File: config.mk
export PLATFORM = sky130hd
export DESIGN_NAME = decode_stage
export DESIGN_NICKNAME = d
export VERILOG_FILES = /design/src/rtl/decode_stage.sv
export SDC_FILE = /design/constraint.sdc
export NUM_CORES = 1
export LEC_CHECK = 0
export BUFFER_PORTS_ARGS = -buffer_cell sky130_fd_sc_hd__buf_2
export CAP_MARGIN = 20
export CORE_AREA = 2 2 138 140
export CTS_CLUSTER_DIAMETER = 200
export CTS_CLUSTER_SIZE = 12
export DETAILED_ROUTE_END_ITERATION = 7
export DIE_AREA = 0 0 140 142
export PLACE_DENSITY_LB_ADDON = 0.08
export SLEW_MARGIN = 10
export SYNTH_ARGS = -nofsm -noshare
export SYNTH_HDL_FRONTEND = slang
export SYNTH_SLANG_ARGS = --single-unit
export TNS_END_PERCENT = 100
File: constraint.sdc
create_clock -name i_clk -period 3.5 [get_ports i_clk]
set_input_delay 0.525 -clock i_clk [delete_from_list [all_inputs] [get_ports i_clk]]
set_output_delay 0.525 -clock i_clk [all_outputs]
set_load 0.01 [all_outputs]
File: src/rtl/decode_stage.sv
// ---------------------------------------------------------------------------
// decode_stage
//
// RV32I decode pipeline stage that sits between fetch and execute.
//
// Each cycle it can accept one instruction from fetch. When it accepts one, it
// captures the PC, the raw word, the register indices, the sign-extended
// immediate and the illegal-opcode flag into a holding register. It also
// issues the rs1/rs2 read addresses to the register file. The register file
// returns the data one cycle later, and that data feeds the execute operands
// directly.
//
// Optional feature macro: DECODE_WB_BYPASS_EN
//   Defined   : A writeback that targets an address being read in the same
//               cycle is captured and substituted for the register file's
//               read-old data in the following cycle.
//   Undefined : Operands come straight from the register file response. There
//               is no bypass logic, so a same-cycle write returns stale data.
//
// Ports
//   i_clk          core clock
//   i_rst          synchronous reset, active-low
//   i_flush        discard the held instruction (redirect)
//   i_if_valid     fetch offers an instruction
//   o_if_ready     decode accepts this cycle
//   i_if_instr     instruction word from fetch
//   i_if_pc        instruction address from fetch
//   o_rf_r_req     register file read addresses (rs1, rs2)
//   i_rf_r_resp    registered register file read data
//   i_wb_w_req     writeback port, snooped for bypass
//   o_ex_valid     decoded instruction available to execute
//   i_ex_ready     execute accepts
//   o_ex_pc        held PC
//   o_ex_instr     held raw instruction word
//   o_ex_rs1_data  rs1 operand
//   o_ex_rs2_data  rs2 operand
//   o_ex_rd        destination register index
//   o_ex_rs1       rs1 index
//   o_ex_rs2       rs2 index
//   o_ex_imm       sign-extended immediate
//   o_ex_illegal   unsupported opcode
//
// Handshake semantics (both sides)
//   A transfer happens on a rising edge where valid && ready are both high.
//   While a producer is holding valid high, it keeps its payload stable until
//   the transfer happens. The ready signal may depend on the consumer's own
//   state and on flush/reset, but never on the valid signal it is paired with.
//   Flush overrides both transfers in the cycle where it is asserted.
// ---------------------------------------------------------------------------

package decode_pkg;

  typedef struct packed {
    logic [4:0] r_addr_1;
    logic [4:0] r_addr_2;
  } regfile_r_req_st;

  typedef struct packed {
    logic [31:0] r_data_1;
    logic [31:0] r_data_2;
  } regfile_r_resp_st;

  typedef struct packed {
    logic        w_en;
    logic [4:0]  w_addr;
    logic [31:0] w_data;
  } regfile_w_req_st;

endpackage

module decode_stage
  import decode_pkg::*;
(
  input  logic             i_clk,
  input  logic             i_rst,
  input  logic             i_flush,
  input  logic             i_if_valid,
  output logic             o_if_ready,
  input  logic [31:0]      i_if_instr,
  input  logic [31:0]      i_if_pc,
  output regfile_r_req_st  o_rf_r_req,
  input  regfile_r_resp_st i_rf_r_resp,
  input  regfile_w_req_st  i_wb_w_req,
  output logic             o_ex_valid,
  input  logic             i_ex_ready,
  output logic [31:0]      o_ex_pc,
  output logic [31:0]      o_ex_instr,
  output logic [31:0]      o_ex_rs1_data,
  output logic [31:0]      o_ex_rs2_data,
  output logic [4:0]       o_ex_rd,
  output logic [4:0]       o_ex_rs1,
  output logic [4:0]       o_ex_rs2,
  output logic [31:0]      o_ex_imm,
  output logic             o_ex_illegal
);

  localparam logic [6:0] OP_LOAD   = 7'b0000011;
  localparam logic [6:0] OP_FENCE  = 7'b0001111;
  localparam logic [6:0] OP_IMM    = 7'b0010011;
  localparam logic [6:0] OP_AUIPC  = 7'b0010111;
  localparam logic [6:0] OP_STORE  = 7'b0100011;
  localparam logic [6:0] OP_REG    = 7'b0110011;
  localparam logic [6:0] OP_LUI    = 7'b0110111;
  localparam logic [6:0] OP_BRANCH = 7'b1100011;
  localparam logic [6:0] OP_JALR   = 7'b1100111;
  localparam logic [6:0] OP_JAL    = 7'b1101111;
  localparam logic [6:0] OP_SYSTEM = 7'b1110011;

  // Holding register
  logic        valid_q,   valid_d;
  logic [31:0] pc_q,      pc_d;
  logic [31:0] instr_q,   instr_d;
  logic [4:0]  rd_q,      rd_d;
  logic [4:0]  rs1_q,     rs1_d;
  logic [4:0]  rs2_q,     rs2_d;
  logic [31:0] imm_q,     imm_d;
  logic        illegal_q, illegal_d;

  logic        accept;
  logic [31:0] dec_imm;
  logic        dec_illegal;

  assign o_if_ready = i_rst && !i_flush && (!valid_q || i_ex_ready);
  assign accept     = i_if_valid && o_if_ready;

  // When accepting, read the sources of the incoming word. Otherwise re-read
  // the held sources, so the response always belongs to the held instruction.
  assign o_rf_r_req.r_addr_1 = accept ? i_if_instr[19:15] : rs1_q;
  assign o_rf_r_req.r_addr_2 = accept ? i_if_instr[24:20] : rs2_q;

  // Immediate decode of the incoming word
  always_comb begin
    dec_imm     = '0;
    dec_illegal = 1'b0;
    case (i_if_instr[6:0])
      OP_IMM, OP_LOAD, OP_JALR:
        dec_imm = {{20{i_if_instr[31]}}, i_if_instr[31:20]};
      OP_STORE:
        dec_imm = {{20{i_if_instr[31]}}, i_if_instr[31:25], i_if_instr[11:7]};
      OP_BRANCH:
        dec_imm = {{19{i_if_instr[31]}}, i_if_instr[31], i_if_instr[7],
                   i_if_instr[30:25], i_if_instr[11:8], 1'b0};
      OP_LUI, OP_AUIPC:
        dec_imm = {i_if_instr[31:12], 12'b0};
      OP_JAL:
        dec_imm = {{11{i_if_instr[31]}}, i_if_instr[31], i_if_instr[19:12],
                   i_if_instr[20], i_if_instr[30:21], 1'b0};
      OP_REG, OP_SYSTEM, OP_FENCE:
        dec_imm = '0;
      default:
        dec_illegal = 1'b1;
    endcase
  end

  always_comb begin
    pc_d      = pc_q;
    instr_d   = instr_q;
    rd_d      = rd_q;
    rs1_d     = rs1_q;
    rs2_d     = rs2_q;
    imm_d     = imm_q;
    illegal_d = illegal_q;
    valid_d   = valid_q;

    if (accept) begin
      pc_d      = i_if_pc;
      instr_d   = i_if_instr;
      rd_d      = i_if_instr[11:7];
      rs1_d     = i_if_instr[19:15];
      rs2_d     = i_if_instr[24:20];
      imm_d     = dec_imm;
      illegal_d = dec_illegal;
    end

    // Flush wins. Accept refills the slot. A handshake without a refill empties it.
    if (i_flush)         valid_d = 1'b0;
    else if (accept)     valid_d = 1'b1;
    else if (i_ex_ready) valid_d = 1'b0;
  end

  always_ff @(posedge i_clk) begin
    if (!i_rst) begin
      valid_q   <= 1'b0;
      pc_q      <= '0;
      instr_q   <= '0;
      rd_q      <= '0;
      rs1_q     <= '0;
      rs2_q     <= '0;
      imm_q     <= '0;
      illegal_q <= 1'b0;
    end else begin
      valid_q   <= valid_d;
      pc_q      <= pc_d;
      instr_q   <= instr_d;
      rd_q      <= rd_d;
      rs1_q     <= rs1_d;
      rs2_q     <= rs2_d;
      imm_q     <= imm_d;
      illegal_q <= illegal_d;
    end
  end

`ifdef DECODE_WB_BYPASS_EN
  // The register file returns pre-write data when a write and a read of the
  // same address share a cycle. Capture such a write so it can be substituted
  // next cycle. This runs every cycle, so stall re-reads also pick up writes.
  logic        hit1_q, hit1_d;
  logic        hit2_q, hit2_d;
  logic [31:0] byp1_q, byp1_d;
  logic [31:0] byp2_q, byp2_d;

  always_comb begin
    hit1_d = i_wb_w_req.w_en && (i_wb_w_req.w_addr != 5'd0) &&
             (i_wb_w_req.w_addr == o_rf_r_req.r_addr_1);
    hit2_d = i_wb_w_req.w_en && (i_wb_w_req.w_addr != 5'd0) &&
             (i_wb_w_req.w_addr == o_rf_r_req.r_addr_2);
    byp1_d = i_wb_w_req.w_data;
    byp2_d = i_wb_w_req.w_data;
  end

  always_ff @(posedge i_clk) begin
    if (!i_rst) begin
      hit1_q <= 1'b0;
      hit2_q <= 1'b0;
      byp1_q <= '0;
      byp2_q <= '0;
    end else begin
      hit1_q <= hit1_d;
      hit2_q <= hit2_d;
      byp1_q <= byp1_d;
      byp2_q <= byp2_d;
    end
  end

  assign o_ex_rs1_data = hit1_q ? byp1_q : i_rf_r_resp.r_data_1;
  assign o_ex_rs2_data = hit2_q ? byp2_q : i_rf_r_resp.r_data_2;
`else
  logic unused_wb;
  assign unused_wb     = ^i_wb_w_req;
  assign o_ex_rs1_data = i_rf_r_resp.r_data_1;
  assign o_ex_rs2_data = i_rf_r_resp.r_data_2;
`endif

  assign o_ex_valid   = valid_q;
  assign o_ex_pc      = pc_q;
  assign o_ex_instr   = instr_q;
  assign o_ex_rd      = rd_q;
  assign o_ex_rs1     = rs1_q;
  assign o_ex_rs2     = rs2_q;
  assign o_ex_imm     = imm_q;
  assign o_ex_illegal = illegal_q;

endmodule

After elaboration in Yosys (flattened, before gate mapping) --
Cells that the tools add are included.
Word-level totals: word-level logic and storage cells 37, output and inout bits 188, register bits 113, bits of input ports 171
Cells by class: equality and inequality tests 11, reduce and logical (&&, ||, !) cells 11, bitwise gates (word level) 1, mux-type cells 6
Operators by type and width (number):
- $pmux W32 S5 | 1
- $eq A7 B7 Y1 const B | 4
- $eq A7 B6 Y1 const B | 3
- $eq A7 B5 Y1 const B | 2
- $reduce_or A11 Y1 | 1
- $mux W5 | 2
- $eq A7 B2 Y1 const B | 1
- $eq A7 B4 Y1 const B | 1
- $reduce_or A2 Y1 | 2
- $logic_and A1 B1 Y1 | 3
- $mux W1 | 3
- $reduce_or A3 Y1 | 1
- $logic_not A1 Y1 | 2
- $reduce_bool A2 Y1 | 1
- $logic_or A1 B1 Y1 | 1
- $not A1 Y1 | 1

Logic depth before layout (Yosys ltp) --
Gate-level depths: netlist (run 1).
depth after elaboration 5, depth in mapped cells 6, depth with buffers taken out 4

Least setup slack after synthesis (run 1) --
Ideal clock, no wire load.
path type in2out, start point in i_rst, end point out o_rf_r_req[9] (netlist name), arrival 1.465 ns, path slack 1.510 ns, buffers on the path 2, cell stages on the path 6, path through nor2b_1 -> and3_1 -> buf_2 -> buf_2 -> nand2_1 -> nand2_1
RTL lines:
- start: declaration | RTL line 75 | input logic i_rst,
- end: declaration | RTL line 81 | output regfile_r_req_st o_rf_r_req,

==> results of run 1 <==
-- flip-flops by register name, indices dropped and copies added (netlist names) --
name          flops
o_ex_imm         32
o_ex_instr       32
o_ex_pc          32
o_ex_rs1          5
o_ex_rs2          5
o_ex_illegal      1
o_ex_valid        1
-- synth_stat cells, drive strengths merged (2+ instances only) --
cell type | instances | area, um2
nor2b | 3 | 18.8
o22ai | 2 | 26.3
nor3 | 2 | 10.0
a22oi | 4 | 30.0
a21oi | 90 | 450
o21ai | 16 | 83.8
inv | 4 | 15.0
nand2 | 183 | 687
dfxtp | 108 | 2160
nand3 | 19 | 95.1
and2 | 2 | 12.5
and3b | 2 | 17.5
buf | 88 | 616
a31oi | 12 | 75.1
clkbuf | 16 | 62.6
-- worst max path at each step --
stage	slack, ns	to	depth (start not counted)	startpoint
after floorplan	1.51	o_rf_r_req[9]	6	i_rst
final	1.08	o_rf_r_req[4]	6	i_rst
after global routing	0.96	o_rf_r_req[4]	6	i_rst
after global placement	1.09	o_rf_r_req[9]	6	i_rst
after detailed placement	1.04	o_ex_imm[26]	5	i_rst
after CTS	1.05	o_rf_r_req[4]	6	i_rst
-- per-stage QoR --
step | area [um2] | instances | hold WS, ns
final | 5470 | 916 | 0.411
after global routing | 5470 | 916 | 0.399
after CTS | 5470 | 916 | 0.387
after detailed placement | 5190 | 900 | 0.435
after global placement | 5190 | 900 | 0.434
after floorplan | 4530 | 570 | 0.471
-- metal layers --
metal  GRT usage [%]  up-vias  share of wire (%)
li1                -     2027                  -
met1            17.2     1867                 43
met2            22.9      178                 46
met3            6.06       14                 11
met4            4.15        0               0.95
met5               0        -                  0
-- cell type report --
| cell class | instances | area share [%] |
|---|---|---|
| flip-flops and latches | 108 | 39.5 |
| multi-input cells | 354 | 31.0 |
| repair buffers | 200 | 18.7 |
| well taps | 234 | 5.35 |
| clock buffers | 13 | 4.76 |
| clock inverters | 3 | 0.389 |
| inverters | 4 | 0.297 |
-- power breakdown --
part | internal [W] | switching (W)
clock network | 0.000524 | 0.000470
logic | 0.0000891 | 0.000146
registers | 0.00126 | 0.0000142
total | 0.00187 | 0.000630
-- logic make-up after synthesis --
logic type | synth area share (%)
AO/OA/AOI/OAI | 15.8
buffers and inverters | 15.3
flip-flops | 47.7
multiplexers | 0.552
AND/OR/NAND/NOR | 20.7
-- cells in the final DEF (no fill, tap or decap), types with 2 or more instances in the layout --
| master | synthesis | final |
|---|---|---|
| a21oi_1 | 90 | 90 |
| a22oi_1 | 4 | 4 |
| a31oi_1 | 12 | 12 |
| and2_1 | 2 | 2 |
| and3b_1 | 2 | 2 |
| buf_2 | 18 | 192 |
| buf_4 | 70 | 8 |
| clkbuf_1 | 14 | 2 |
| clkbuf_16 | 0 | 9 |
| clkbuf_8 | 0 | 2 |
| clkinv_2 | 0 | 2 |
| dfxtp_1 | 108 | 108 |
| inv_1 | 4 | 3 |
| nand2_1 | 183 | 183 |
| nand3_1 | 19 | 18 |
| nor2b_1 | 3 | 3 |
| nor3_1 | 2 | 2 |
| o21ai_0 | 14 | 14 |
-- worst reg2reg max path: stages, from the launching register on --
cell	delay, ns
dfxtp_1	0.31
nand2b_1	0.19
and3_4	0.49
nand3_1	0.51
a31oi_1	0.31
==> results by group, run 1 <==
Final layout
  • Layout cells sized above 1: 32.6%
  • Multi-input combinational cell area: 1700 um2
  • Fillers: 2015
  • # nets final: 848
  • Storage element area: 2160 um2
  • Utilization after layout: 29.6%
  • N_diodes: 0
  • Synth-to-layout area growth: 20.6%

Logic synthesis
  • Synth Flop Type: dfxtp_1
  • Ys async rst share: 0%
  • Mapped Cells: 570
  • Cell variety after synth: 39
  • Sequential share of the synthesized area: 47.7%
  • Synth Cell Area: 4530 um2
  • Number of synthesized flops with an enable pin: 0
  • Mapped Nets: 741
  • Total number of yosys warnings: 0
  • Average cell area after synthesis: 7.95 um2
  • Flops & latches, synth: 108

Timing
  • Ratio of final minimum period to clock period: 69.1%
  • Worst rel slew slack: 50.7%
  • RSZ-0062 raised after global routing: false
  • Least-Margin Pin Slew: 0.739 ns
  • Setup WS post-layout: 1.08 ns
  • Skew final: 0.0105 ns
  • Hold Vio Cnt, Final: 0
  • Maximum clock rate: 0.413 GHz
  • Final Max Slew Viols: 0
  • Setup TNS: 0 ns
  • Post-route minimum period: 2.42 ns
  • Final setup fails: 0

Setup path
  • Max FO, Critical Path: 28
  • Path depth of the worst reg2reg path: 4
  • Crit path DAT: 1.90 ns
  • CP top delay family: simple AND/OR/NAND/NOR gates
  • Critical R2R Launch: o_ex_valid
  • Worst Path Required: 2.97 ns
  • Reg2Reg Setup Slack: 1.64 ns
  • Crit path cell chain: buf_2, nor2b_1, and3_4, nand2_1, nand2_1, buf_2
  • Crit path kind: in -> out
  • CP max stage delay: 0.51 ns
  • Worst R2R End: o_ex_imm[29]
  • Crit. End Element: output port
  • Crit path max-delay cell type: and3_4
  • Crit start category: input port
  • Buf+Inv Stages, Crit Path: 2

Route
  • Drt wl/cell: 15.7 um
  • Final wirelength: 14400 um
  • Vias/cell: 4.46
  • First-pass DRT Iterations: 8
  • Routed Antenna Nets: 0
  • 1st-iter DRT viols: 156
  • DR vias: 4086
  • DRC viols: 21

Clock network
  • Clk slew on worst S/H paths: 0.07 ns
  • Num CTS Buffers: 9
  • Worst-Skew Late Latency: 0.35 ns
  • Post-cts sizing count: 0
  • Setup bufs post-CTS: 0
  • CTS max path bufs: 2
  • Total number of H-tree levels: 3
  • CTS Hold Bufs: 0
  • Clock sinks: 108
  • Clock root buffer: clkbuf_16
  • CTS tree: done

Power and ir drop
  • Leakage: 2.43 nW
  • VDD IR max: 0.000218 V
  • Power density of the placed cells: 457 nW/um2
  • Final Total Pwr: 0.00250 W

Global route
  • Vias in the first global route: 4020
  • Grt total ovfl: 0
  • GRT Total Usage: 14.1%
  • Initial antenna violation count: 0
  • First-pass GRT wire length: 22200 um
  • Pin count of the biggest net entering global routing: 51

Die
  • Initial Utilization: 24.6%
  • Die Wd: 140 um
  • # rows: 50
  • Die area: 19900 um2
  • Core box area: 18500 um2
  • Number of I/O pins: 359
  • Die Y: 142 um

Hold path
  • Hold Path Class: in -> reg
  • Worst Hold End: o_ex_pc[28]
  • Hold Crit Start: i_if_pc[28]
  • Hold Path Depth: 3

Run
  • Max cap viols: 0

Outcome
  • Violated checks: design-rule violations
  • Status: finished, violations left

Place
  • Setup WS pre-CTS: 1.04 ns
  • Final Wtd Congestion: 0.780
  • Post-detailed-placement half-perimeter wirelength: 10200 um
  • Port bufs: 192
Note: power is estimated with default switching activity, not from simulation.
==> run 2: changes to the inputs <==
--- a/config.mk
+++ b/config.mk
@@ -5,6 +5,7 @@
 export SDC_FILE = /design/constraint.sdc
 export NUM_CORES = 1
 export LEC_CHECK = 0
+export ABC_AREA = 1
 export BUFFER_PORTS_ARGS = -buffer_cell sky130_fd_sc_hd__buf_2
 export CAP_MARGIN = 20
 export CORE_AREA = 2 2 138 140
==> constraint.sdc (replaced) <==
create_clock -name i_clk -period 2.4 [get_ports i_clk]
set_input_delay 0.36 -clock i_clk [delete_from_list [all_inputs] [get_ports i_clk]]
set_output_delay 0.36 -clock i_clk [all_outputs]
set_load 0.01 [all_outputs]
==> results by group, run 2 <==
Logic synthesis
  • Top cells by count, synth: 264 x nand2_1, 108 x dfxtp_1, 106 x a21oi_1
  • Post-synth top area share: 45.0% (-2.6 points)
  • Ranking of synthesized cells by area: dfxtp_1 45%, nand2_1 21%, buf_4 12%
  • Ys async rst share: 0% (unchanged)
  • Sequential share of the synthesized area: 45.0% (-2.6 points)
  • Flops & latches, synth: 108 (unchanged)
  • Average cell area after synthesis: 7.13 um2 (-10%)
  • Total number of yosys warnings: 0 (unchanged)
  • Number of synthesized flops with an enable pin: 0 (unchanged)
  • Mapped Nets: 844 (+14%)
  • Mapped Cells: 673 (+18%)
  • Top-count cell post-synth: nand2_1
  • Synth Cell Area: 4800 um2 (+5.9%)
  • Cell variety after synth: 19 (-51%)
  • Synth Flop Type: dfxtp_1
  • Largest area contributor in the netlist: dfxtp_1

Final layout
  • Layout cells sized above 1: 29.9% (-2.7 points)
  • Multi-input combinational cell area: 1810 um2 (+6.6%)
  • Commonest non-fill, non-tap cell in the layout: nand2_1
  • Commonest non-fill, non-tap cells in the layout: 264 x nand2_1, 192 x buf_2, 108 x dfxtp_1
  • Synth-to-layout area growth: 19.8%
  • # nets final: 953 (+12%)
  • Fillers: 2110 (+4.7%)
  • Storage element area: 2160 um2 (unchanged)
  • N_diodes: 0 (unchanged)
  • Post-Layout Cell Count: 1021 (+11%)

Outcome
  • Status: finished, violations left
  • Violated checks: design-rule violations

Die
  • Initial Utilization: 26.0% (+1.4 points)
  • Core box area: 18500 um2 (unchanged)
  • # rows: 50 (unchanged)
  • Die Y: 142 um (unchanged)
  • Die area: 19900 um2 (unchanged)
  • Die Wd: 140 um (unchanged)
  • Number of I/O pins: 359 (unchanged)

Route
  • Final wirelength: 15100 um (+5.0%)
  • Vias/cell: 4.32 (-3.2%)
  • DR vias: 4409 (+7.9%)
  • DRC viols: 25 (+19%)
  • 1st-iter DRT viols: 248 (+59%)
  • First-pass DRT Iterations: 8 (unchanged)
  • Drt wl/cell: 14.8 um (-5.8%)
  • Routed Antenna Nets: 0 (unchanged)

Timing
  • RSZ-0062 raised after global routing: false
  • Post-route minimum period: 2.12 ns
  • Ratio of final minimum period to clock period: 88.3%
  • Setup TNS: 0 ns (unchanged)
  • Skew final: 0.00773 ns (-0.00277 ns)
  • Least-Margin Pin Slew: 0.517 ns (-0.222 ns)
  • Final setup fails: 0 (unchanged)
  • Hold Vio Cnt, Final: 0 (unchanged)
  • Worst rel slew slack: 65.5% (+15 points)
  • Maximum clock rate: 0.472 GHz
  • Final Max Slew Viols: 0 (unchanged)

Setup path
  • Crit path kind: reg -> out
  • Max FO, Critical Path: 26 (-7.1%)
  • Crit path cell chain: inv_1, nor2_1, nor2_4, nand2_4, buf_4, nand2_1, nand2_1, buf_2
  • Crit. End Element: output port
  • Reg2Reg Setup Slack: 0.52 ns (-1.12 ns)
  • Crit path DAT: 1.76 ns (-0.14 ns)
  • Critical R2R Launch: o_ex_valid
  • Crit start category: flop
  • Worst R2R End: o_ex_imm[8]
  • Worst Path Required: 2.04 ns (-0.93 ns)
  • Crit path max-delay cell type: dfxtp_1
  • Crit path top cell by count: nand2_1
  • CP max stage delay: 0.33 ns (-0.18 ns)
  • Path depth of the worst reg2reg path: 9 (+5)

Clock network
  • Clk slew on worst S/H paths: 0.08 ns (about the same)
  • CTS max path bufs: 2 (unchanged)
  • Clock root buffer: clkbuf_16
  • Setup bufs post-CTS: 0 (unchanged)
  • Num CTS Buffers: 9 (unchanged)
  • CTS tree: done
  • Total number of H-tree levels: 3 (unchanged)
  • Clock sinks: 108 (unchanged)
  • CTS Hold Bufs: 0 (unchanged)
  • Worst-Skew Late Latency: 0.35 ns (about the same)

Run
  • Max cap viols: 0 (unchanged)

Global route
  • GRT Total Usage: 14.8% (+0.67 points)
  • Grt total ovfl: 0 (unchanged)
  • First-pass GRT wire length: 23100 um (+4.0%)
  • Vias in the first global route: 4243 (+5.5%)
  • Pin count of the biggest net entering global routing: 101 (+98%)
  • Initial antenna violation count: 0 (unchanged)

Hold path
  • Hold Crit Start: i_if_pc[2]
  • Hold Path Depth: 3 (unchanged)
  • Worst Hold End: o_ex_pc[2]
  • Hold Path Class: in -> reg

Place
  • Final Wtd Congestion: 0.788 (+0.96%)
  • Dpl cells: 1004 (+12%)
  • Port bufs: 192 (unchanged)
  • Post-detailed-placement half-perimeter wirelength: 10900 um (+6.9%)

Power and ir drop
  • Leakage: 2.84 nW (+17%)
  • Power density of the placed cells: 636 nW/um2 (+39%)
  • VDD IR max: 0.000427 V (+96%)
-- run 2: cell count changes after synthesis, sizes merged, moves of 3 or more --
cell / delta
a21oi: +16
a22oi: -4
a31oi: -12
buf: -5
clkbuf: +5
inv: +32
nand2: +82
nor2: +23
nor2b: -3
o21ai: -6
-- run 2: worst max-delay path by stage --
stage | start | to | slack (ns) | cells after the start
after global routing | o_ex_valid | o_rf_r_req[0] | 0.10 | 8
after detailed placement | i_rst | o_rf_r_req[4] | 0.32 | 10
final | o_ex_valid | o_rf_r_req[8] | 0.28 | 8
after CTS | o_ex_valid | o_rf_r_req[4] | 0.05 | 8
after global placement | i_rst | o_rf_r_req[9] | 0.30 | 10
after floorplan | o_ex_valid | o_rf_r_req[0] | 0.78 | 7
-- run 2: per-layer routing --
layer	vias to the layer above	routed length [um]	GRT usage, %
li1	2257	-	-
met1	1956	6810	18.8
met2	158	6780	23.0
met3	38	1130	4.58
met4	0	360	7.12
met5	-	0	0
-- run 2: cell type report --
class | instances | area share [%]
clock buffers | 9 | 3.91
clock inverters | 7 | 0.913
inverters | 37 | 2.48
multi-input cells | 424 | 31.4
flip-flops and latches | 108 | 37.6
well taps | 234 | 5.09
repair buffers | 202 | 18.6
-- run 2: power breakdown --
part | total [W] | leakage (nW) | internal, W | switching [W]
clock | 0.00144 | 0.124 | 0.000709 | 0.000729
sequential | 0.00186 | 0.875 | 0.00184 | 0.0000221
combinational | 0.000361 | 1.84 | 0.000134 | 0.000227
total | 0.00366 | 2.84 | 0.00268 | 0.000978
-- run 2: metrics by stage --
| step | power, W | hold slack, ns | instance area (um2) | setup WS (ns) | util (%) |
|---|---|---|---|---|---|
| 6_report | 0.00366 | 0.244 | 5750 | 0.280 | 31.2 |
| 5_1_grt | 0.00384 | 0.239 | 5750 | 0.100 | 31.2 |
| 4_1_cts | 0.00373 | 0.228 | 5720 | 0.0537 | 31.0 |
| 3_5_place_dp | 0.00226 | 0.452 | 5450 | 0.322 | 29.5 |
| 3_3_place_gp | 0.00226 | 0.450 | 5450 | 0.296 | 29.5 |
| 2_1_floorplan | 0.00219 | 0.481 | 4800 | 0.783 | - |
-- run 2: repair_timing --
action / in CTS / in global routing
gates resized for setup: 0 / 1
setup endpoints to repair: 0 / 10
endpoints found under the hold margin: 0 / 0
-- run 2: cells by family (layout without fill, tap and decap cells) --
group | after synthesis | count (layout) | synth area share, %
AND/OR/NAND/NOR | 307 | 307 | 25.4
buffers and inverters | 141 | 255 | 17.3
AO/OA/AOI/OAI | 117 | 117 | 12.2
flip-flops | 108 | 108 | 45.0
-- run 2: critical path: cells and delay by family (launching register included) --
kind | cells | cell delay (ns)
flip-flops | 1 | 0.33
buffers and inverters | 3 | 0.48
AND/OR/NAND/NOR | 5 | 0.58
